<file path="src/rtl/hazard_scoreboard_pkg.sv">
// Shared encodings and defaults for the hazard/forwarding scoreboard of the 5-stage pipeline.
package hazard_scoreboard_pkg;

   // Forwarding-mux selects for the E-stage ALU operands
   localparam logic [1:0] FWD_RF = 2'b00;
   localparam logic [1:0] FWD_W  = 2'b01;
   localparam logic [1:0] FWD_M  = 2'b10;

   // Shadow-entry field widths: {valid, dst[RW-1:0], load}
   localparam int SH_VALID_W = 1;
   localparam int SH_LOAD_W  = 1;

   localparam int DEF_RW       = 5;
   localparam int DEF_MULT_LAT = 5;
   localparam int DEF_DIV_LAT  = 10;
   localparam int DEF_CNT_W    = 32;

   function automatic int latWidth(input int lat);
      return $clog2(lat + 1);
   endfunction

endpackage

</file>
<file path="src/rtl/hazard_scoreboard_if.sv">
// Decode/execute-stage signals exchanged between the datapath (master) and the scoreboard (slave).
interface hazard_scoreboard_if import hazard_scoreboard_pkg::*; #(
   parameter int RW    = DEF_RW,
   parameter int CNT_W = DEF_CNT_W
) ();

   logic [RW-1:0]    rs_d, rt_d, dst_d;
   logic             use_rs_d, use_rt_d, early_d, wr_d, load_d;
   logic             md_start_d, md_div_d, md_acc_d;
   logic             ext_stall, flush_req;
   logic [RW-1:0]    rs_e, rt_e;
   logic             stall_f, stall_d, flush_e;
   logic             fwd_a_d, fwd_b_d;
   logic [1:0]       fwd_a_e, fwd_b_e;
   logic             md_busy;
   logic [CNT_W-1:0] stall_cnt;

   // The D instruction is taken into E on a rising edge when stall_d=0 and flush_req=0;
   // ext_stall=1 freezes every stage, so nothing moves on that edge.
   modport master (
      output rs_d, rt_d, dst_d, use_rs_d, use_rt_d, early_d, wr_d, load_d,
      output md_start_d, md_div_d, md_acc_d, ext_stall, flush_req, rs_e, rt_e,
      input  stall_f, stall_d, flush_e, fwd_a_d, fwd_b_d, fwd_a_e, fwd_b_e,
      input  md_busy, stall_cnt
   );

   modport slave (
      input  rs_d, rt_d, dst_d, use_rs_d, use_rt_d, early_d, wr_d, load_d,
      input  md_start_d, md_div_d, md_acc_d, ext_stall, flush_req, rs_e, rt_e,
      output stall_f, stall_d, flush_e, fwd_a_d, fwd_b_d, fwd_a_e, fwd_b_e,
      output md_busy, stall_cnt
   );

endinterface

</file>
<file path="src/rtl/hazard_scoreboard_md_busy_timer.sv">
// HI/LO busy countdown: reloads with the mult or div latency on an accepted start, else runs down to 0.
module md_busy_timer import hazard_scoreboard_pkg::*; #(
   parameter int MULT_LAT = DEF_MULT_LAT,
   parameter int DIV_LAT  = DEF_DIV_LAT
) (
   input  logic clk,
   input  logic reset,
   input  logic start,
   input  logic isDiv,
   output logic busy
);

   localparam int MAX_LAT = (MULT_LAT > DIV_LAT) ? MULT_LAT : DIV_LAT;
   localparam int CW      = latWidth(MAX_LAT);

   logic [CW-1:0] count;

   // Keeps counting through ext_stall: the multiplier runs regardless of the memory wait.
   always_ff @(posedge clk or posedge reset) begin
      if (reset)
         count <= '0;
      else if (start)
         count <= isDiv ? CW'(DIV_LAT) : CW'(MULT_LAT);
      else if (count != '0)
         count <= count - CW'(1);
   end

   assign busy = (count != '0);

endmodule

</file>
<file path="src/rtl/hazard_scoreboard.sv">
// Hazard/forwarding controller keeping its own E/M/W destination shadow, HI/LO busy timer and stall counter.
module hazard_scoreboard import hazard_scoreboard_pkg::*; #(
   parameter int RW       = DEF_RW,
   parameter int MULT_LAT = DEF_MULT_LAT,
   parameter int DIV_LAT  = DEF_DIV_LAT,
   parameter int CNT_W    = DEF_CNT_W
) (
   input logic              clk,
   input logic              reset,
   hazard_scoreboard_if.slave sb
);

   typedef struct packed {
      logic [SH_VALID_W-1:0] valid;
      logic [RW-1:0]         dst;
      logic [SH_LOAD_W-1:0]  load;
   } shadow_t;

   shadow_t          shE, shM, shW, shD;
   logic             hitE, hitM, loadUse, earlyUse, mdHaz, hz;
   logic             mdBusy, mdStart;
   logic [CNT_W-1:0] stallCnt;

   function automatic logic hit(input shadow_t s, input logic [RW-1:0] src, input logic rd);
      return rd && (s.valid != '0) && (s.dst == src);
   endfunction

   // M wins over W; a load sitting in M never feeds E (the load-use stall pushes it to W first).
   function automatic logic [1:0] fwdE(input shadow_t m, input shadow_t w, input logic [RW-1:0] src);
      if ((m.valid != '0) && (m.load == '0) && (m.dst == src)) return FWD_M;
      if ((w.valid != '0) && (w.dst == src))                   return FWD_W;
      return FWD_RF;
   endfunction

   always_comb begin
      shD       = '0;
      shD.valid = SH_VALID_W'(sb.wr_d && (sb.dst_d != '0));
      shD.dst   = sb.dst_d;
      shD.load  = SH_LOAD_W'(sb.load_d);
      hitE      = hit(shE, sb.rs_d, sb.use_rs_d) || hit(shE, sb.rt_d, sb.use_rt_d);
      hitM      = hit(shM, sb.rs_d, sb.use_rs_d) || hit(shM, sb.rt_d, sb.use_rt_d);
      loadUse   = hitE && (shE.load != '0);
      earlyUse  = sb.early_d && (hitE || (hitM && (shM.load != '0)));
      mdHaz     = mdBusy && (sb.md_start_d || sb.md_acc_d);
      hz        = loadUse || earlyUse || mdHaz;
      mdStart   = sb.md_start_d && !hz && !sb.flush_req && !sb.ext_stall;
   end

   always_ff @(posedge clk or posedge reset) begin
      if (reset) begin
         shE <= '0;
         shM <= '0;
         shW <= '0;
      end else if (!sb.ext_stall) begin
         shW <= shM;
         shM <= shE;
         shE <= (hz || sb.flush_req) ? '0 : shD;
      end
   end

   always_ff @(posedge clk or posedge reset) begin
      if (reset)
         stallCnt <= '0;
      else if (hz && !sb.ext_stall && (stallCnt != '1))
         stallCnt <= stallCnt + CNT_W'(1);
   end

   md_busy_timer #(
      .MULT_LAT(MULT_LAT),
      .DIV_LAT (DIV_LAT)
   ) uTimer (
      .clk  (clk),
      .reset(reset),
      .start(mdStart),
      .isDiv(sb.md_div_d),
      .busy (mdBusy)
   );

   assign sb.stall_f   = hz || sb.ext_stall;
   assign sb.stall_d   = hz || sb.ext_stall;
   assign sb.flush_e   = (hz || sb.flush_req) && !sb.ext_stall;
   assign sb.fwd_a_d   = (shM.valid != '0) && (shM.load == '0) && (shM.dst == sb.rs_d);
   assign sb.fwd_b_d   = (shM.valid != '0) && (shM.load == '0) && (shM.dst == sb.rt_d);
   assign sb.fwd_a_e   = fwdE(shM, shW, sb.rs_e);
   assign sb.fwd_b_e   = fwdE(shM, shW, sb.rt_e);
   assign sb.md_busy   = mdBusy;
   assign sb.stall_cnt = stallCnt;

endmodule

</file>
<file path="src/flat_wrapper.sv">
// flat-port wrapper written by rule: the top's interface ports become plain ports
module hazard_scoreboard_flat import hazard_scoreboard_pkg::*;
#(
   parameter int RW       = DEF_RW,
   parameter int MULT_LAT = DEF_MULT_LAT,
   parameter int DIV_LAT  = DEF_DIV_LAT,
   parameter int CNT_W    = DEF_CNT_W
)
  (clk, reset, sb_rs_d, sb_rt_d, sb_dst_d, sb_use_rs_d, sb_use_rt_d, sb_early_d, sb_wr_d, sb_load_d, sb_md_start_d, sb_md_div_d, sb_md_acc_d, sb_ext_stall, sb_flush_req, sb_rs_e, sb_rt_e, sb_stall_f, sb_stall_d, sb_flush_e, sb_fwd_a_d, sb_fwd_b_d, sb_fwd_a_e, sb_fwd_b_e, sb_md_busy, sb_stall_cnt);
  hazard_scoreboard_if #(.RW(RW), .CNT_W(CNT_W)) sb_i ();
  input logic clk;
  input logic reset;
  input wire logic [$bits(sb_i.rs_d)-1:0] sb_rs_d;
  input wire logic [$bits(sb_i.rt_d)-1:0] sb_rt_d;
  input wire logic [$bits(sb_i.dst_d)-1:0] sb_dst_d;
  input wire logic [$bits(sb_i.use_rs_d)-1:0] sb_use_rs_d;
  input wire logic [$bits(sb_i.use_rt_d)-1:0] sb_use_rt_d;
  input wire logic [$bits(sb_i.early_d)-1:0] sb_early_d;
  input wire logic [$bits(sb_i.wr_d)-1:0] sb_wr_d;
  input wire logic [$bits(sb_i.load_d)-1:0] sb_load_d;
  input wire logic [$bits(sb_i.md_start_d)-1:0] sb_md_start_d;
  input wire logic [$bits(sb_i.md_div_d)-1:0] sb_md_div_d;
  input wire logic [$bits(sb_i.md_acc_d)-1:0] sb_md_acc_d;
  input wire logic [$bits(sb_i.ext_stall)-1:0] sb_ext_stall;
  input wire logic [$bits(sb_i.flush_req)-1:0] sb_flush_req;
  input wire logic [$bits(sb_i.rs_e)-1:0] sb_rs_e;
  input wire logic [$bits(sb_i.rt_e)-1:0] sb_rt_e;
  output wire logic [$bits(sb_i.stall_f)-1:0] sb_stall_f;
  output wire logic [$bits(sb_i.stall_d)-1:0] sb_stall_d;
  output wire logic [$bits(sb_i.flush_e)-1:0] sb_flush_e;
  output wire logic [$bits(sb_i.fwd_a_d)-1:0] sb_fwd_a_d;
  output wire logic [$bits(sb_i.fwd_b_d)-1:0] sb_fwd_b_d;
  output wire logic [$bits(sb_i.fwd_a_e)-1:0] sb_fwd_a_e;
  output wire logic [$bits(sb_i.fwd_b_e)-1:0] sb_fwd_b_e;
  output wire logic [$bits(sb_i.md_busy)-1:0] sb_md_busy;
  output wire logic [$bits(sb_i.stall_cnt)-1:0] sb_stall_cnt;
  assign sb_i.rs_d = sb_rs_d;
  assign sb_i.rt_d = sb_rt_d;
  assign sb_i.dst_d = sb_dst_d;
  assign sb_i.use_rs_d = sb_use_rs_d;
  assign sb_i.use_rt_d = sb_use_rt_d;
  assign sb_i.early_d = sb_early_d;
  assign sb_i.wr_d = sb_wr_d;
  assign sb_i.load_d = sb_load_d;
  assign sb_i.md_start_d = sb_md_start_d;
  assign sb_i.md_div_d = sb_md_div_d;
  assign sb_i.md_acc_d = sb_md_acc_d;
  assign sb_i.ext_stall = sb_ext_stall;
  assign sb_i.flush_req = sb_flush_req;
  assign sb_i.rs_e = sb_rs_e;
  assign sb_i.rt_e = sb_rt_e;
  assign sb_stall_f = sb_i.stall_f;
  assign sb_stall_d = sb_i.stall_d;
  assign sb_flush_e = sb_i.flush_e;
  assign sb_fwd_a_d = sb_i.fwd_a_d;
  assign sb_fwd_b_d = sb_i.fwd_b_d;
  assign sb_fwd_a_e = sb_i.fwd_a_e;
  assign sb_fwd_b_e = sb_i.fwd_b_e;
  assign sb_md_busy = sb_i.md_busy;
  assign sb_stall_cnt = sb_i.stall_cnt;
  hazard_scoreboard #(.RW(RW), .MULT_LAT(MULT_LAT), .DIV_LAT(DIV_LAT), .CNT_W(CNT_W)) u_core (.clk(clk), .reset(reset), .sb(sb_i));
endmodule
</file>
<file path="config.mk">
export PLATFORM = sky130hd
export DESIGN_NAME = hazard_scoreboard_flat
export DESIGN_NICKNAME = d
export VERILOG_FILES = /design/src/rtl/hazard_scoreboard_pkg.sv /design/src/rtl/hazard_scoreboard_if.sv /design/src/rtl/hazard_scoreboard_md_busy_timer.sv /design/src/rtl/hazard_scoreboard.sv /design/src/flat_wrapper.sv
export SDC_FILE = /design/constraint.sdc
export NUM_CORES = 1
export LEC_CHECK = 0
export ABC_CLOCK_PERIOD_IN_PS = 4200
export BUFFER_PORTS_ARGS = -buffer_cell sky130_fd_sc_hd__buf_2
export CAP_MARGIN = 15
export CORE_AREA = 2 2 86 88
export CTS_BUF_LIST = sky130_fd_sc_hd__clkbuf_4 sky130_fd_sc_hd__clkbuf_8 sky130_fd_sc_hd__clkbuf_16
export DETAILED_ROUTE_END_ITERATION = 8
export DIE_AREA = 0 0 88 90
export PLACE_DENSITY = 0.73
export SETUP_SLACK_MARGIN = 0.5
export SYNTH_ARGS = -nofsm -noshare
export SYNTH_HDL_FRONTEND = slang
export SYNTH_HIERARCHICAL = 1
export SYNTH_SLANG_ARGS = --single-unit
</file>
<file path="constraint.sdc">
create_clock -name clk -period 4.2 [get_ports clk]
set_input_delay 0.84 -clock clk [delete_from_list [all_inputs] [get_ports clk]]
set_output_delay 0.84 -clock clk [all_outputs]
set_load 0.02 [all_outputs]
</file>
==> summary.txt <==
Clock network
  • Sink Count: 56
  • Clk slew on worst S/H paths: 0.10 ns
  • Postcts setup bufs: 0
  • Max clock buf depth: 2
  • H-tree depth: 2
  • Hold_buf cts: 0
  • Root Buffer: clkbuf_8
  • Cts repair resizes: 0
  • Worst-Skew Late Latency: between 0.3 and 0.4 ns
  • CTS buffer count: 5
  • CTS tree: built

Final layout
  • Most common cell after layout, fill and taps aside: buf_2
  • Area grow syn2layout: 15.91%
  • Commonest cells after routing, fill and taps aside: buf_2, dfrtp_1, xor2_1
  • Fill count: 614
  • Fin nets: 425
  • Final Core Density: 56.23%
  • N_diodes: 0
  • Share of post-route cells with drive strength above 1: 33.94%

GRT
  • GRT overflow: 0
  • Vias in the first global route: 2,576
  • GRT met3 Usage: 3.673%
  • Gr usage total: 19.54%
  • Met2 Use GR: 31.88%
  • Largest net degree at the start of global routing: 53
  • Met1 Use GR: 26.23%
  • Gr busiest metal: met2
  • Initial antenna violation count: 0
  • First-pass GRT wire length: 12,450 um

Critical path
  • Cell mode on critical path: inv_1
  • Reg2Reg Setup Slack: 1.15 ns
  • CP endpoint kind: output pin
  • Crit path cell chain: inv_1 > ha_1 > nor3b_2 > inv_1 > o21a_1 > a41oi_1 > and4_4 > nand2b_1 > buf_2
  • Reg2reg end: u_core/uTimer/count[3]
  • Worst reg2reg path startpoint: u_core/uTimer/count[1]
  • Top Family by Delay on Critical Path: simple AND/OR/NAND/NOR gates
  • Worst path buffer plus inverter count: 3
  • Crit path required time: 3.36 ns
  • R2r worst-path depth: 12
  • Crit path DAT: 2.53 ns
  • Critical path type: flop to output pin
  • Critical path fanouts, max: 20
  • Crit-path slowest cell: and4_4
  • Worst path max stage delay: 0.51 ns
  • Critical Path Start Type: flop

Floorplanning
  • Core area: about 7000 um2
  • DIE WIDTH: 88 um
  • Chip Height: roughly 90 um
  • Starting Density: 48.51%
  • Die area: 7920 um2
  • Row cnt: 31
  • I/O pins: 79

STA
  • # setup viols final: 0
  • Fmax: 0.2968 GHz
  • Min cycle time layout: approximately 3.4 ns
  • Relative slew margins: 41.30%
  • Worst Clk Skew: about 0.0084 ns
  • Unrepaired setup endpoints after global routing: no
  • Final setup TNS: 0 ns
  • Final Hold Viols: 0
  • Final period utilization: ~80%
  • Actual slew at the worst max-slew pin: between 0.8 and 0.9 ns
  • Slew Viols, Final: 0

Drt
  • Total Wirelength: 7508 um
  • Final ANT Viol Nets: 0
  • Drt drc: 0
  • Via density: between 5 and 6
  • Vias: 2,606
  • DRT iter0 DRCs: roughly 110
  • DRT Pass-1 Iters: 4
  • Post-DR wirelength/cell: 15.48 um

Yosys
  • Synth area leaders: dfrtp_1, xor2_1, xnor2_1
  • Number of flops mapped to enable cells by yosys: 0
  • Syn Area/Cell: between 10 and 15 um2
  • Ys async rst share: 100.0%
  • Synth warn: 6
  • Synth top area share: 41.15%
  • Netlist cell types: 50
  • Ys flop type: dfrtp_1
  • Mapped Nets: 352
  • Flops & latches, synth: 56
  • Post-Syn Instances: 312
  • Post-synth top area cell: dfrtp_1
  • Mapped Area: 3406 um2
  • Sequential share of the synthesized area: 41.15%

Power
  • Lkg Pwr: 1.925 nW
  • Peak supply drop: ~0.18 mV
  • PwrDens: 376.7 nW/um2

Flow run
  • Max_cap viols: 0

Outcome
  • Outcome: completed

Placement
  • Gpl congestion: 0.8710
  • IO Port Bufs: 78
  • HPWL Detailed: 5592 um

Hold path
  • Worst hold-check path type: primary input to asynchronous set/reset pin
[how the worst max path moves through the flow]
| stage | startpoint | endpoint | slack [ns] | depth (start not counted) |
|---|---|---|---|---|
| after detailed placement | sb_early_d | sb_stall_d | 0.97 | 7 |
| after global placement | sb_early_d | sb_stall_f | 1.05 | 7 |
| final | u_core/uTimer/count[1] | sb_stall_d | 0.83 | 9 |
| after CTS | u_core/uTimer/count[1] | sb_stall_d | 0.80 | 9 |
| after global routing | u_core/uTimer/count[1] | sb_stall_f | 0.64 | 9 |
| after floorplan | sb_rs_d[4] | sb_stall_f | 1.05 | 7 |
[registers in the layout, indices dropped and copies added (netlist names)]
signal / count
u_core/shM: 7
u_core/shW: 6
u_core/shE: 7
u_core/sb.stall_cnt: 32
u_core/uTimer/count: 4
[power by group]
| part | switching, mW | internal, mW | total (mW) |
|---|---|---|---|
| Combinational | 0.255 | 0.182 | 0.437 |
| Sequential | 0.0890 | 0.607 | 0.696 |
| Clock | 0.177 | 0.177 | 0.354 |
| Total | 0.521 | 0.966 | 1.49 |
[cells in the mapped netlist, drive strengths merged, types with 2 or more instances]
library cell	number
mux2	12
and3	5
nand2	12
xor2	43
nor2	21
clkbuf	7
nand3	10
and4	7
nor3	16
inv	10
a22o	6
dfrtp	56
nor4b	2
nand3b	4
o21ai	3
a221oi	2
xnor2	27
nand2b	3
nor4	12
or3	2
buf	8
nor2b	2
nand4	24
ha	3
and2	2
[layer usage]
metal | up-vias | wire (um)
li1 | 1258 | -
met1 | 1265 | 3291
met3 | 13 | 326
met5 | - | 0
met2 | 70 | 3738
met4 | 0 | 152
[cell type report]
class	count	area, um2	share of cell area [%]
Timing Repair Buffer	81	425.4	10.78
Sequential cell	56	1401	35.50
Inverter	10	37.54	0.9509
Tap cell	99	123.9	3.138
Clock buffer	5	68.82	1.743
Multi-Input combinational cell	231	1848	46.81
Clock inverter	3	42.54	1.078
[per-stage QoR]
stage	hold WS (ns)	worst slack [ns]	std cells	total power [mW]	instance area (um2)
after floorplan	0.4772	1.053	312	1.022	3406
after global placement	0.4697	1.046	476	1.122	3816
after detailed placement	0.4688	0.9691	476	1.141	3816
after CTS	0.4047	0.8002	484	1.493	3928
after global routing	0.4150	0.6373	485	1.569	3948
final	0.4102	0.8312	485	1.487	3948
[logic make-up after synthesis]
group                      synth area share [%]
DFF                                       41.15
and+or+nand+nor                           25.42
adders and majority gates                 1.102
AOI/OAI and AO/OA                         5.474
buffers and inverters                     4.592
muxes                                     4.262
xor gates and xnor gates                  18.00
Power figures use the tool's default switching activity.
